File: src/rtl/ieee_fp_mult_seq.sv
// Sequential IEEE-style floating-point multiplier with an iterative shift-add significand datapath.
// Define FPMULT_FLAGS_EN to register {invalid, overflow, underflow, inexact}; otherwise flags read 0.
module ieee_fp_mult_seq #(
    parameter int MBITS = 3,
    parameter int EBITS = 4
) (
    input  logic                 clock,
    input  logic                 reset,
    input  logic                 start,
    input  logic [MBITS+EBITS:0] x,
    input  logic [MBITS+EBITS:0] y,
    output logic                 busy,
    output logic                 done,
    output logic [MBITS+EBITS:0] z,
    output logic [3:0]           flags
);
    localparam int PW = 2*MBITS + 2;
    localparam int XW = EBITS + 2;
    localparam int CW = $clog2(MBITS + 1);
    localparam logic signed [XW-1:0] BIAS = XW'((1 << (EBITS-1)) - 1);
    localparam logic signed [XW-1:0] EMAX = XW'((1 << EBITS) - 1);
    localparam logic signed [XW-1:0] EMIN = '0;
    localparam logic signed [XW-1:0] EONE = XW'(1);

    typedef enum logic [1:0] {IDLE, MULT, PACK} state_t;

    state_t               state;
    logic [CW-1:0]        cnt;
    logic                 xs, ys;
    logic [EBITS-1:0]     xe, ye;
    logic [MBITS-1:0]     xm, ym;
    logic [PW-1:0]        mcand, acc;
    logic [MBITS:0]       mplier;

    logic                 x_zero, y_zero, x_inf, y_inf, x_nan, y_nan;
    logic                 is_nan, is_inf, is_zero, unf, ovf, g, st, sgn;
    logic signed [XW-1:0] e_sum, e_n, e_r;
    logic [MBITS-1:0]     m_n;
    logic [MBITS:0]       m_r;
    logic [MBITS+EBITS:0] res_z;

    // Round to nearest, ties to even; the extra MSB carries out of an all-ones mantissa.
    function automatic logic [MBITS:0] round_rne(input logic [MBITS-1:0] m,
                                                 input logic g_in, input logic s_in);
        return {1'b0, m} + {{MBITS{1'b0}}, g_in & (s_in | m[0])};
    endfunction

    function automatic logic [MBITS+EBITS:0] sat_inf(input logic s_in);
        return {s_in, {EBITS{1'b1}}, {MBITS{1'b0}}};
    endfunction

    always_comb begin
        x_zero  = (xe == '0);
        y_zero  = (ye == '0);
        x_inf   = (xe == '1) && (xm == '0);
        y_inf   = (ye == '1) && (ym == '0);
        x_nan   = (xe == '1) && (xm != '0);
        y_nan   = (ye == '1) && (ym != '0);
        sgn     = xs ^ ys;
        is_nan  = x_nan | y_nan | (x_inf & y_zero) | (y_inf & x_zero);
        is_inf  = x_inf | y_inf;
        is_zero = x_zero | y_zero;
        e_sum   = signed'({2'b00, xe}) + signed'({2'b00, ye}) - BIAS;
        if (acc[PW-1]) begin
            m_n = acc[PW-2 -: MBITS];
            g   = acc[MBITS];
            st  = |acc[MBITS-1:0];
            e_n = e_sum + EONE;
        end else begin
            m_n = acc[PW-3 -: MBITS];
            g   = acc[MBITS-1];
            st  = |acc[MBITS-2:0];
            e_n = e_sum;
        end
        m_r = round_rne(m_n, g, st);
        e_r = m_r[MBITS] ? e_n + EONE : e_n;
        unf = (e_r <= EMIN);
        ovf = !unf && (e_r >= EMAX);
        if (is_nan)
            res_z = {1'b0, {EBITS{1'b1}}, {MBITS{1'b1}}};
        else if (is_inf)
            res_z = sat_inf(sgn);
        else if (is_zero || unf)
            res_z = {sgn, {(MBITS+EBITS){1'b0}}};
        else if (ovf)
            res_z = sat_inf(sgn);
        else
            res_z = {sgn, e_r[EBITS-1:0], m_r[MBITS-1:0]};
    end

    always_ff @(posedge clock) begin
        if (reset) begin
            state <= IDLE;
            busy  <= 1'b0;
            done  <= 1'b0;
            z     <= '0;
            acc   <= '0;
            cnt   <= '0;
        end else begin
            done <= 1'b0;
            case (state)
                IDLE: begin
                    if (start) begin
                        xs     <= x[MBITS+EBITS];
                        ys     <= y[MBITS+EBITS];
                        xe     <= x[MBITS+EBITS-1 -: EBITS];
                        ye     <= y[MBITS+EBITS-1 -: EBITS];
                        xm     <= x[MBITS-1:0];
                        ym     <= y[MBITS-1:0];
                        mcand  <= PW'({|x[MBITS+EBITS-1 -: EBITS], x[MBITS-1:0]});
                        mplier <= {|y[MBITS+EBITS-1 -: EBITS], y[MBITS-1:0]};
                        acc    <= '0;
                        cnt    <= '0;
                        busy   <= 1'b1;
                        state  <= MULT;
                    end
                end
                // one multiplier bit per cycle, LSB first
                MULT: begin
                    acc    <= acc + (mplier[0] ? mcand : '0);
                    mcand  <= mcand << 1;
                    mplier <= mplier >> 1;
                    cnt    <= cnt + CW'(1);
                    if (cnt == CW'(MBITS))
                        state <= PACK;
                end
                PACK: begin
                    z     <= res_z;
                    done  <= 1'b1;
                    busy  <= 1'b0;
                    state <= IDLE;
                end
                default: state <= IDLE;
            endcase
        end
    end

`ifdef FPMULT_FLAGS_EN
    logic [3:0] flags_q, res_flags;
    logic       regular;

    always_comb begin
        regular   = !is_nan && !is_inf && !is_zero;
        res_flags = {is_nan, regular & ovf, regular & unf, regular & (g | st | unf | ovf)};
    end

    always_ff @(posedge clock) begin
        if (reset)
            flags_q <= 4'b0000;
        else if (state == IDLE && start)
            flags_q <= 4'b0000;
        else if (state == PACK)
            flags_q <= res_flags;
    end

    assign flags = flags_q;
`else
    assign flags = 4'b0000;
`endif

endmodule

File: config.mk
export PLATFORM = sky130hd
export DESIGN_NAME = ieee_fp_mult_seq
export DESIGN_NICKNAME = d
export VERILOG_FILES = /design/src/rtl/ieee_fp_mult_seq.sv
export SDC_FILE = /design/constraint.sdc
export NUM_CORES = 1
export LEC_CHECK = 0
export CAP_MARGIN = 20
export CORE_ASPECT_RATIO = 1.25
export CORE_UTILIZATION = 51
export CTS_CLUSTER_DIAMETER = 200
export DETAILED_ROUTE_END_ITERATION = 8
export PLACE_DENSITY = 0.83
export SLEW_MARGIN = 20
export SYNTH_ARGS = -nofsm -noshare
export SYNTH_HDL_FRONTEND = slang
export SYNTH_SLANG_ARGS = --single-unit
File: constraint.sdc
create_clock -name clock -period 3.2 [get_ports clock]
set_input_delay 0.32 -clock clock [delete_from_list [all_inputs] [get_ports clock]]
set_output_delay 0.32 -clock clock [all_outputs]
set_load 0.01 [all_outputs]
# Word-level counts from Yosys, hierarchy flattened
# Index checks and enable logic that the tools add are counted.
[classes]
bitwise = 11
add_sub_neg = 7
n_eq_ne = 7
n_lt_le_gt_ge = 2
reduce_logical = 25
n_mux = 24
[op_table]
columns = ["cell", "count"]
rows = [
  ["8-bit two-way mux", 4],
  ["8-bit case mux with 2 select lines", 2],
  ["7-bit two-way mux", 3],
  ["6-bit by 2-bit adder with 6-bit output, second input constant", 2],
  ["6-bit two-way mux", 2],
  ["8-bit adder", 1],
  ["4-bit == test, second input constant", 2],
  ["4-bit zero test", 2],
  ["2-bit case mux with 2 select lines", 2],
  ["4-bit case mux with 2 select lines", 1],
  ["4-bit OR reduction", 2],
  ["6-bit by 5-bit >= comparator with 1-bit output, second input constant", 1],
  ["6-bit by 1-bit <= comparator with 1-bit output, second input constant", 1],
  ["3-bit zero test", 2],
  ["2-bit two-way mux", 3],
  ["1-bit bitwise OR", 6],
  ["2-bit AND reduction", 3],
  ["3-bit AND reduction", 2],
  ["3-bit nonzero test", 2],
  ["5-bit by 3-bit subtractor with 6-bit output, second input constant", 1],
  ["4-bit by 4-bit adder with 5-bit output", 1],
  ["1-bit logical AND", 5],
  ["3-bit by 1-bit adder with 4-bit output", 1],
  ["2-bit == test, second input constant", 2],
  ["other kinds (16)", 23],
]
[word_totals]
elab_cells = 90
inputBits = 19
ff_bits = 50

# Depth between registers and ports, before layout
# Gate-level depths: netlist (run 1).
[depth]
depth_word = 13
depth_mapped = 14
ltp_nobuf = 14

# Worst setup path after synthesis (run 1)
# Ideal clock, no wire load.
[synth_path]
path_kind = "flip-flop to flip-flop"
from = "reg xe[1]"
to = "reg z[3]"
stages_incl_launch_ff = 13
setup_slack_ps = -102
arrival_ps = 3160
setup_time_ps = 142
synth_period_minus_slack_ps = 3302
path_cell_list = "edfxtp_1 -> ha_1 -> ha_1 -> ha_1 -> mux2_2 -> ha_1 -> xnor3_1 -> a22oi_1 -> nor4_1 -> o2111ai_1 -> o2111a_2 -> o41ai_4 -> a311oi_1"
[synth_between]
elab_chain_cells = 13
word_cells_on_any_way = 26
cone_classes = "4 x add/sub; 2 x order compare; 1 x eq/ne; 6 x mux; 7 x bitwise; 6 x reduce/logical"
[synth_rtl]
columns = ["element", "line_no", "source"]
rows = [
  ["start: declaration", "30", "logic [EBITS-1:0] xe, ye;"],
  ["start signal: assignment", "106", "xe <= x[MBITS+EBITS-1 -: EBITS];"],
  ["4-bit by 4-bit adder with 5-bit output", "63", "e_sum = signed'({2'b00, xe}) + signed'({2'b00, ye}) - BIAS;"],
  ["5-bit by 3-bit subtractor with 6-bit output", "63", ""],
  ["6-bit by 2-bit adder with 6-bit output", "68", "e_n = e_sum + EONE;"],
  ["6-bit two-way mux", "64", "if (acc[PW-1]) begin"],
  ["6-bit by 2-bit adder with 6-bit output", "76", "e_r = m_r[MBITS] ? e_n + EONE : e_n;"],
  ["6-bit two-way mux", "76", ""],
  ["6-bit by 1-bit <= comparator with 1-bit output", "77", "unf = (e_r <= EMIN);"],
  ["1-bit zero test", "78", "ovf = !unf && (e_r >= EMAX);"],
  ["1-bit logical AND", "78", ""],
  ["7-bit two-way mux", "85", "else if (ovf)"],
  ["7-bit two-way mux", "83", "else if (is_zero || unf)"],
  ["7-bit two-way mux", "81", "else if (is_inf)"],
  ["8-bit two-way mux *", "79", "if (is_nan)"],
  ["end signal: assignment", "128", "z <= res_z;"],
  ["end: declaration", "14", "output logic [MBITS+EBITS:0] z,"],
]
# Every way passes the cells marked *; elsewhere a longest branch is shown, timed or not.
# A chain may end at the register's enable or synchronous reset.

# Worst setup path in the final report (run 1)
[layout_path]
from = "reg ye[1]"
to = "reg z[0]"
[layout_between]
elab_chain_cells = 13
word_cells_on_any_way = 26
cone_classes = "4 x add/sub; 2 x order compare; 1 x eq/ne; 6 x mux; 7 x bitwise; 6 x reduce/logical"
[layout_rtl]
columns = ["element", "line_no", "source"]
rows = [
  ["start: declaration", "30", ""],
  ["start signal: assignment", "107", "ye <= y[MBITS+EBITS-1 -: EBITS];"],
  ["4-bit by 4-bit adder with 5-bit output", "63", ""],
  ["5-bit by 3-bit subtractor with 6-bit output", "63", ""],
  ["6-bit by 2-bit adder with 6-bit output", "68", ""],
  ["6-bit two-way mux", "64", ""],
  ["6-bit by 2-bit adder with 6-bit output", "76", ""],
  ["6-bit two-way mux", "76", ""],
  ["6-bit by 1-bit <= comparator with 1-bit output", "77", ""],
  ["1-bit zero test", "78", ""],
  ["1-bit logical AND", "78", ""],
  ["7-bit two-way mux", "85", ""],
  ["7-bit two-way mux", "83", ""],
  ["7-bit two-way mux", "81", ""],
  ["8-bit two-way mux *", "79", ""],
]
# Marked as above.

==> flow_summary.ini, run 1 <==
[pwr]
finalPower_w = 0.00148
powerDensity_nw_per_um2 = 409
peakVddDrop_mv = 0.288
p_leak_nw = 1.40

[sta]
finalWorstSetupSlack_ns = -0.0973
drv_slew = 0
relSlewSlack_pct = 39.0
clock_skew_ns = 0.00527
post-route-period-util_pct = 103
rsz0062_at_grt = true
hold_viol_final = 0
fmax_mhz = 303
setup_viol = 7
tightest_slew_ns = 0.904
period_minus_slack_ns = 3.30

[cells_and_area]
final_cell_count_no_fill = 410
num_antenna_cells = 0
fill_cells = 443
fin_nets = 384
final-seq-area_um2 = 1280
multiInputGateArea_um2 = 1630
syn2layout_area_growth_pct = 22.5
fin_util_pct = 65.7
most-common-layout-cells = clkdlybuf4s50_1 (28), edfxtp_1 (28), nor2_1 (27)
drive_above_1_share_pct = 15.6

[setup_path]
cp_top_family = adder cells
crit_cells = 12
cp.buffers_inverters = 2
path_class = reg2reg
end_kind = register
worstPathCellList = ha_4 -> ha_4 -> fa_2 -> buf_6 -> nand4b_1 -> o31ai_1 -> mux2i_1 -> o22a_1 -> nor4_4 -> buf_4 -> o211ai_1 -> a21oi_1
cp-start-kind = register
cpMostUsedCell = ha_4
cp.arrival_ns = 3.53
r2r_slack_ns = -0.1
crit_path_end = z[0]$_SDFFE_PP0P_
cp.required_ns = 3.44
cpPeakStageDelay_ns = 0.59
r2r_end = z[0]$_SDFFE_PP0P_
reg2reg_from = ye[1]$_DFFE_PP_
worstRegToRegCells = 12
critPathMaxFanout = 4
cp-startpoint = ye[1]$_DFFE_PP_
crit_slowest_cell = fa_2

[clock_tree]
clk_latency_ns = 0.30
cts_tree = built
clock_sinks = 50
cts_buffers = 5
cts_max_level = 2
max-clock-path-buffers = 2
clk_pin_slew_ns = 0.09
clockRootBuffer = clkbuf_8
ctsHoldBuffers = 0

[synthesis]
netlist-cell-type-count = 60
synth-edff-count = 28
ys_ff_latch = 50
async_reset_ff_share_pct = 0
ys_seq_area_share_pct = 43.3
ys.warnings.count = 0
synthFlopType = edfxtp_1
syn_inst = 296
avgSynthCellArea_um2 = 9.99
syn_area_um2 = 2960

[floorplanning]
die_h_um = 87.1
dieArea_um2 = 6110
fp-row-count = 30
ios = 33
initial_core_util_pct = 53.6
core_um2 = 5520
dieWidth_um = 70.1

[place]
hpwl_um = 4840
place.gp.congestion = 0.897
portBuffers = 28
dp_cells = 392
dp_slack_ns = -0.105

[detailed_routing]
ant_nets = 0
drt_wl_total_um = 6620
detail_route.iter0.violations = 139
viasPerCell = 5.90
dr.pass1.iters = 4
num_vias = 2421
routedWlPerCell_um = 16.2
drc = 0

[global_route]
grtUsageMet1_pct = 27.3
antenna_found_initial = 0
grtUsageMet2_pct = 39.1
grt_util_all_layers_pct = 22.4
grt_pass1_wl_um = 10700
overflow = 0
grt_max_degree = 25
grtUsageMet3_pct = 3.94
grt-busiest-layer = met2
grt_pass1_vias = 2274

[worst_hold_path]
hold_class = reg2reg
min_path_cells = 2

[flow_run]
drv_cap = 0

[run_status]
status = finished with violations
violations = setup timing
[cells in the mapped netlist (2+ instances only)]
master | count | area [um^2]
edfxtp_1 | 28 | 841
nor2_1 | 27 | 101
nand2_1 | 26 | 97.6
dfxtp_1 | 22 | 440
ha_1 | 18 | 225
a21oi_1 | 17 | 85.1
and2_1 | 13 | 81.3
inv_1 | 13 | 48.8
xnor2_1 | 12 | 105
a22oi_1 | 9 | 67.6
nor4_1 | 8 | 50.1
o21ai_0 | 7 | 35.0
clkbuf_1 | 6 | 22.5
nand3_1 | 6 | 30.0
xor2_1 | 6 | 52.6
mux2i_1 | 5 | 50.1
a311oi_1 | 4 | 35.0
buf_4 | 4 | 30.0
nand4_1 | 4 | 25.0
a21o_1 | 3 | 22.5
and3_1 | 3 | 18.8
nand2b_1 | 3 | 18.8
nor2b_1 | 3 | 18.8
o21bai_1 | 3 | 22.5
a31o_2 | 2 | 17.5
buf_1 | 2 | 7.51
buf_2 | 2 | 10.0
fa_1 | 2 | 40.0
nand3b_1 | 2 | 15.0
nor3_1 | 2 | 10.0
o211ai_1 | 2 | 15.0
o22a_1 | 2 | 17.5
or3_1 | 2 | 12.5
or4_1 | 2 | 15.0
[registers in the layout (all words and copies together) (netlist names)]
signal	count
z	8
mplier	4
cnt	2
done	1
ym	3
ys	1
xe	4
state	2
busy	1
ye	4
xs	1
mcand	8
xm	3
acc	8
[cell type report]
class | count | share of cell area, %
Clock buffer | 5 | 1.90
Clock inverter | 3 | 1.21
Inverter | 13 | 1.35
Multi-Input combinational cell | 222 | 44.9
Sequential cell | 50 | 35.4
Tap cell | 64 | 2.21
Timing Repair Buffer | 53 | 13.1
[worst register-to-register path, delay by kind of cell, from the launching register on]
kind                     cells  cell delay, ns
adder cells (fa/ha/maj)      3            1.02
flip-flops                   1            0.45
AND/OR/NAND/NOR              2            0.55
buffers and inverters        2            0.31
AO/OA/AOI/OAI                4            0.80
multiplexers                 1            0.10
[layer usage]
metal | vias up | share of wire [%]
li1 | 1185 | -
met3 | 9 | 4.2
met5 | - | 0
met2 | 65 | 53
met1 | 1162 | 41
met4 | 0 | 1.5
[what timing repair did]
item / in CTS / in global routing
setup endpoints to repair: 7 / 7
buffers inserted: 6 / 3
pin swaps: 16 / 12
resized for setup: 9 / 5
[logic make-up (layout without fill, tap and decap cells)]
family	after synthesis	after routing	share of synthesized area [%]
xor gates and xnor gates	19	19	6.09
DFF	50	50	43.3
other	1	4	0.127
adders and majority gates	20	20	8.97
and+or+nand+nor	111	111	20.1
AOI/OAI and AO/OA	62	62	15.4
buffers and inverters	27	74	4.02
muxes	6	6	2.07
[worst min path at each step]
stage,start,end
floorplan,x[3],xe[0]$_DFFE_PP_
global placement,z[7]$_SDFFE_PP0P_,z[7]$_SDFFE_PP0P_
detailed placement,z[7]$_SDFFE_PP0P_,z[7]$_SDFFE_PP0P_
CTS,z[7]$_SDFFE_PP0P_,z[7]$_SDFFE_PP0P_
global route,z[7]$_SDFFE_PP0P_,z[7]$_SDFFE_PP0P_
finish,z[7]$_SDFFE_PP0P_,z[7]$_SDFFE_PP0P_
[power by group]
part           internal, W  switching (W)
clock             0.000235       0.000216
sequential        0.000708      0.0000204
combinational     0.000152       0.000152
total              0.00109       0.000389
[per-stage QoR]
step	setup TNS [ns]	hold WS (ns)	cell area, um^2
floorplan	0	0.419	2970
CTS	-0.554	0.478	3560
global placement	0	0.453	3380
finish	-0.360	0.471	3620
detailed placement	-0.467	0.465	3380
global route	-1.82	0.520	3620
Power figures use the tool's default switching activity.
==> run 2, diff against run 1 <==
--- a/config.mk
+++ b/config.mk
@@ -5,12 +5,12 @@
 export SDC_FILE = /design/constraint.sdc
 export NUM_CORES = 1
 export LEC_CHECK = 0
-export CAP_MARGIN = 20
+export ABC_AREA = 1
 export CORE_ASPECT_RATIO = 1.25
-export CORE_UTILIZATION = 51
+export CORE_UTILIZATION = 61
 export CTS_CLUSTER_DIAMETER = 200
 export DETAILED_ROUTE_END_ITERATION = 8
-export PLACE_DENSITY = 0.83
+export PLACE_DENSITY = 0.92
 export SLEW_MARGIN = 20
 export SYNTH_ARGS = -nofsm -noshare
 export SYNTH_HDL_FRONTEND = slang
==> constraint.sdc (replaced) <==
create_clock -name clock -period 4.12 [get_ports clock]
set_input_delay 0.412 -clock clock [delete_from_list [all_inputs] [get_ports clock]]
set_output_delay 0.412 -clock clock [all_outputs]
set_load 0.01 [all_outputs]
==> flow_summary.ini, run 2 <==
[synthesis]
synth_top_cell_by_area = edfxtp_1
ys_seq_area_share_pct = 41.8
ys.warnings.count = 0
synth-edff-count = 28
ys_ff_latch = 50
avgSynthCellArea_um2 = 7.65
syn_inst = 400
syn_area_um2 = 3060
synth_area_leaders = edfxtp_1 (27%), nand2_1 (15%), dfxtp_1 (14%)
synth_top_area_share_pct = 27.5
netlist-cell-type-count = 36
async_reset_ff_share_pct = 0
synth.most_common_cell = nand2_1
synth_common_cells = nand2_1 (124), inv_1 (57), nor2_1 (33)
synthFlopType = edfxtp_1

[setup_path]
cp.arrival_ns = 3.16
cp-start-kind = register
end_kind = register
cp_top_family = adder cells
crit_slowest_cell = edfxtp_1
worstPathCellList = ha_1 -> ha_1 -> ha_1 -> nand2_1 -> o21a_1 -> inv_1 -> ha_1 -> inv_1 -> nand3_1 -> nand2_1 -> nand2_1 -> nor2_1 -> nand2_1 -> nor2_2 -> nor2_2 -> nand4_1 -> a21oi_1
cp.buffers_inverters = 2
critPathMaxFanout = 4
path_class = reg2reg
cp.required_ns = 4.31
cpPeakStageDelay_ns = 0.44

[clock_tree]
max-clock-path-buffers = 2
cts_resized = 0
cts_tree = built
cts_buffers = 5
cts_setup_buffers = 0
ctsHoldBuffers = 0
clk_latency_ns = 0.30
clock_sinks = 50
clk_pin_slew_ns = 0.09
clockRootBuffer = clkbuf_8
cts_max_level = 2

[detailed_routing]
drt_wl_total_um = 6480
drc = 0
ant_nets = 0
dr.pass1.iters = 4
num_vias = 2647
detail_route.iter0.violations = 154
routedWlPerCell_um = 13.2
viasPerCell = 5.40

[flow_run]
drv_cap = 0

[sta]
tns_ns = 0
post-route-period-util_pct = 72.2
finalWorstSetupSlack_ns = 1.15
clock_skew_ns = 0.00744
relSlewSlack_pct = 32.9
period_minus_slack_ns = 2.97
drv_slew = 0
rsz0062_at_grt = false
tightest_slew_ns = 1.00
fmax_mhz = 336
setup_viol = 0
hold_viol_final = 0

[pwr]
switchingPower_w = 0.000317
peakVddDrop_mv = 0.321
seqPwrFrac_pct = 50.5
swShare_pct = 28.0
clkPwrFrac_pct = 30.9
p_int_w = 0.000813
p_comb_share_pct = 18.7
p_leak_nw = 1.59
powerDensity_nw_per_um2 = 325

[place]
place.gp.congestion = 0.898
placed_area_um2 = 3370
hpwl_um = 4980
dp_slack_ns = 1.17
portBuffers = 28

[cells_and_area]
drive_above_1_share_pct = 7.44
final_common_cell = nand2_1
num_antenna_cells = 0
syn2layout_area_growth_pct = 13.7
fin_util_pct = 73.1
reg_top3 = acc: 8 flops, mcand: 8 flops, z: 8 flops
stdcell_area_um2 = 3480
most-common-layout-cells = nand2_1 (124), inv_1 (57), nor2_1 (33)
fin_nets = 468

[floorplanning]
fp-row-count = 28
die_h_um = 81.2
core_um2 = 4760
ios = 33
initial_core_util_pct = 64.3
dieArea_um2 = 5310
dieWidth_um = 65.4

[global_route]
grt_util_all_layers_pct = 27.0
antenna_found_initial = 0
grt_max_degree = 20
grt_pass1_wl_um = 10900
overflow = 0
grt_pass1_vias = 2538

[run_status]
status = finished, final reports clean

[worst_hold_path]
hold_class = reg2reg
-- run 2: changes by cell type in the layout (fill, tap and decap cells not counted), moves of 6 or more --
cell     delta
nand2_1    +98
xnor2_1    -12
and2_1     -13
buf_4      -21
a22oi_1     -9
nand2_2     +6
nand3_1     +6
o21ai_0    +12
inv_1      +45
nor2_1      +6
a21oi_1     +9
-- run 2: cells by family after synthesis --
kind of cell | count (synthesis) | synth area share [%]
simple gates | 203 | 29.3
buf+inv | 70 | 9.77
compound gates | 53 | 9.48
flops | 50 | 41.8
fa+ha+maj | 20 | 8.66
xor+xnor | 3 | 0.858
other cells | 1 | 0.122
-- run 2: cell type report --
class / instances / area, um^2
Timing Repair Buffer: 30 / 295
Clock inverter: 3 / 43.8
Multi-Input combinational cell: 283 / 1490
Sequential cell: 50 / 1280
Inverter: 59 / 224
Fill cell: 359 / 1280
Tap cell: 60 / 75.1
Clock buffer: 5 / 68.8
-- run 2: layer usage --
metal,vias up,routed length [um],GRT usage (%)
met5,-,0,0
met4,0,158,10.9
met3,21,206,4.21
met2,72,3530,51.5
met1,1215,2580,29.1
li1,1339,-,-
-- run 2: final timing paths --
path | slack [ns] | startpoint | cells past startpoint | endpoint
max reg2reg | 1.15 | xe[1]$_DFFE_PP_ | 17 | z[1]$_SDFFE_PP0P_
min reg2reg | 0.50 | state[0]$_SDFFE_PP0P_ | 1 | state[0]$_SDFFE_PP0P_
max | 1.15 | xe[1]$_DFFE_PP_ | 17 | z[1]$_SDFFE_PP0P_
min | 0.50 | state[0]$_SDFFE_PP0P_ | 1 | state[0]$_SDFFE_PP0P_
-- run 2: through the flow --
stage | std cells | hold slack [ns] | total power (W)
3_5_place_dp | 482 | 0.484 | 0.000789
5_1_grt | 490 | 0.517 | 0.00118
3_3_place_gp | 482 | 0.443 | 0.000776
4_1_cts | 490 | 0.498 | 0.00113
6_report | 490 | 0.498 | 0.00113
2_1_floorplan | 403 | 0.429 | 0.000732
-- run 2: power groups by stage --
stage | Clock [W] | Sequential [W] | Combinational (W)
after floorplan | 0 | 0.000574 | 0.000158
after global placement | 0 | 0.000579 | 0.000197
after detailed placement | 0 | 0.000581 | 0.000208
after CTS | 0.000351 | 0.000570 | 0.000210
after global routing | 0.000368 | 0.000573 | 0.000241
final | 0.000349 | 0.000570 | 0.000211
-- run 2: worst register-to-register path, cell delays in order (launching register included) --
cell	delay, ns
edfxtp_1	0.44
ha_1	0.32
ha_1	0.35
ha_1	0.30
nand2_1	0.07
o21a_1	0.22
inv_1	0.06
ha_1	0.27
inv_1	0.06
nand3_1	0.07
nand2_1	0.11
nand2_1	0.06
nor2_1	0.09
nand2_1	0.07
nor2_2	0.16
nor2_2	0.07
nand4_1	0.08
a21oi_1	0.07
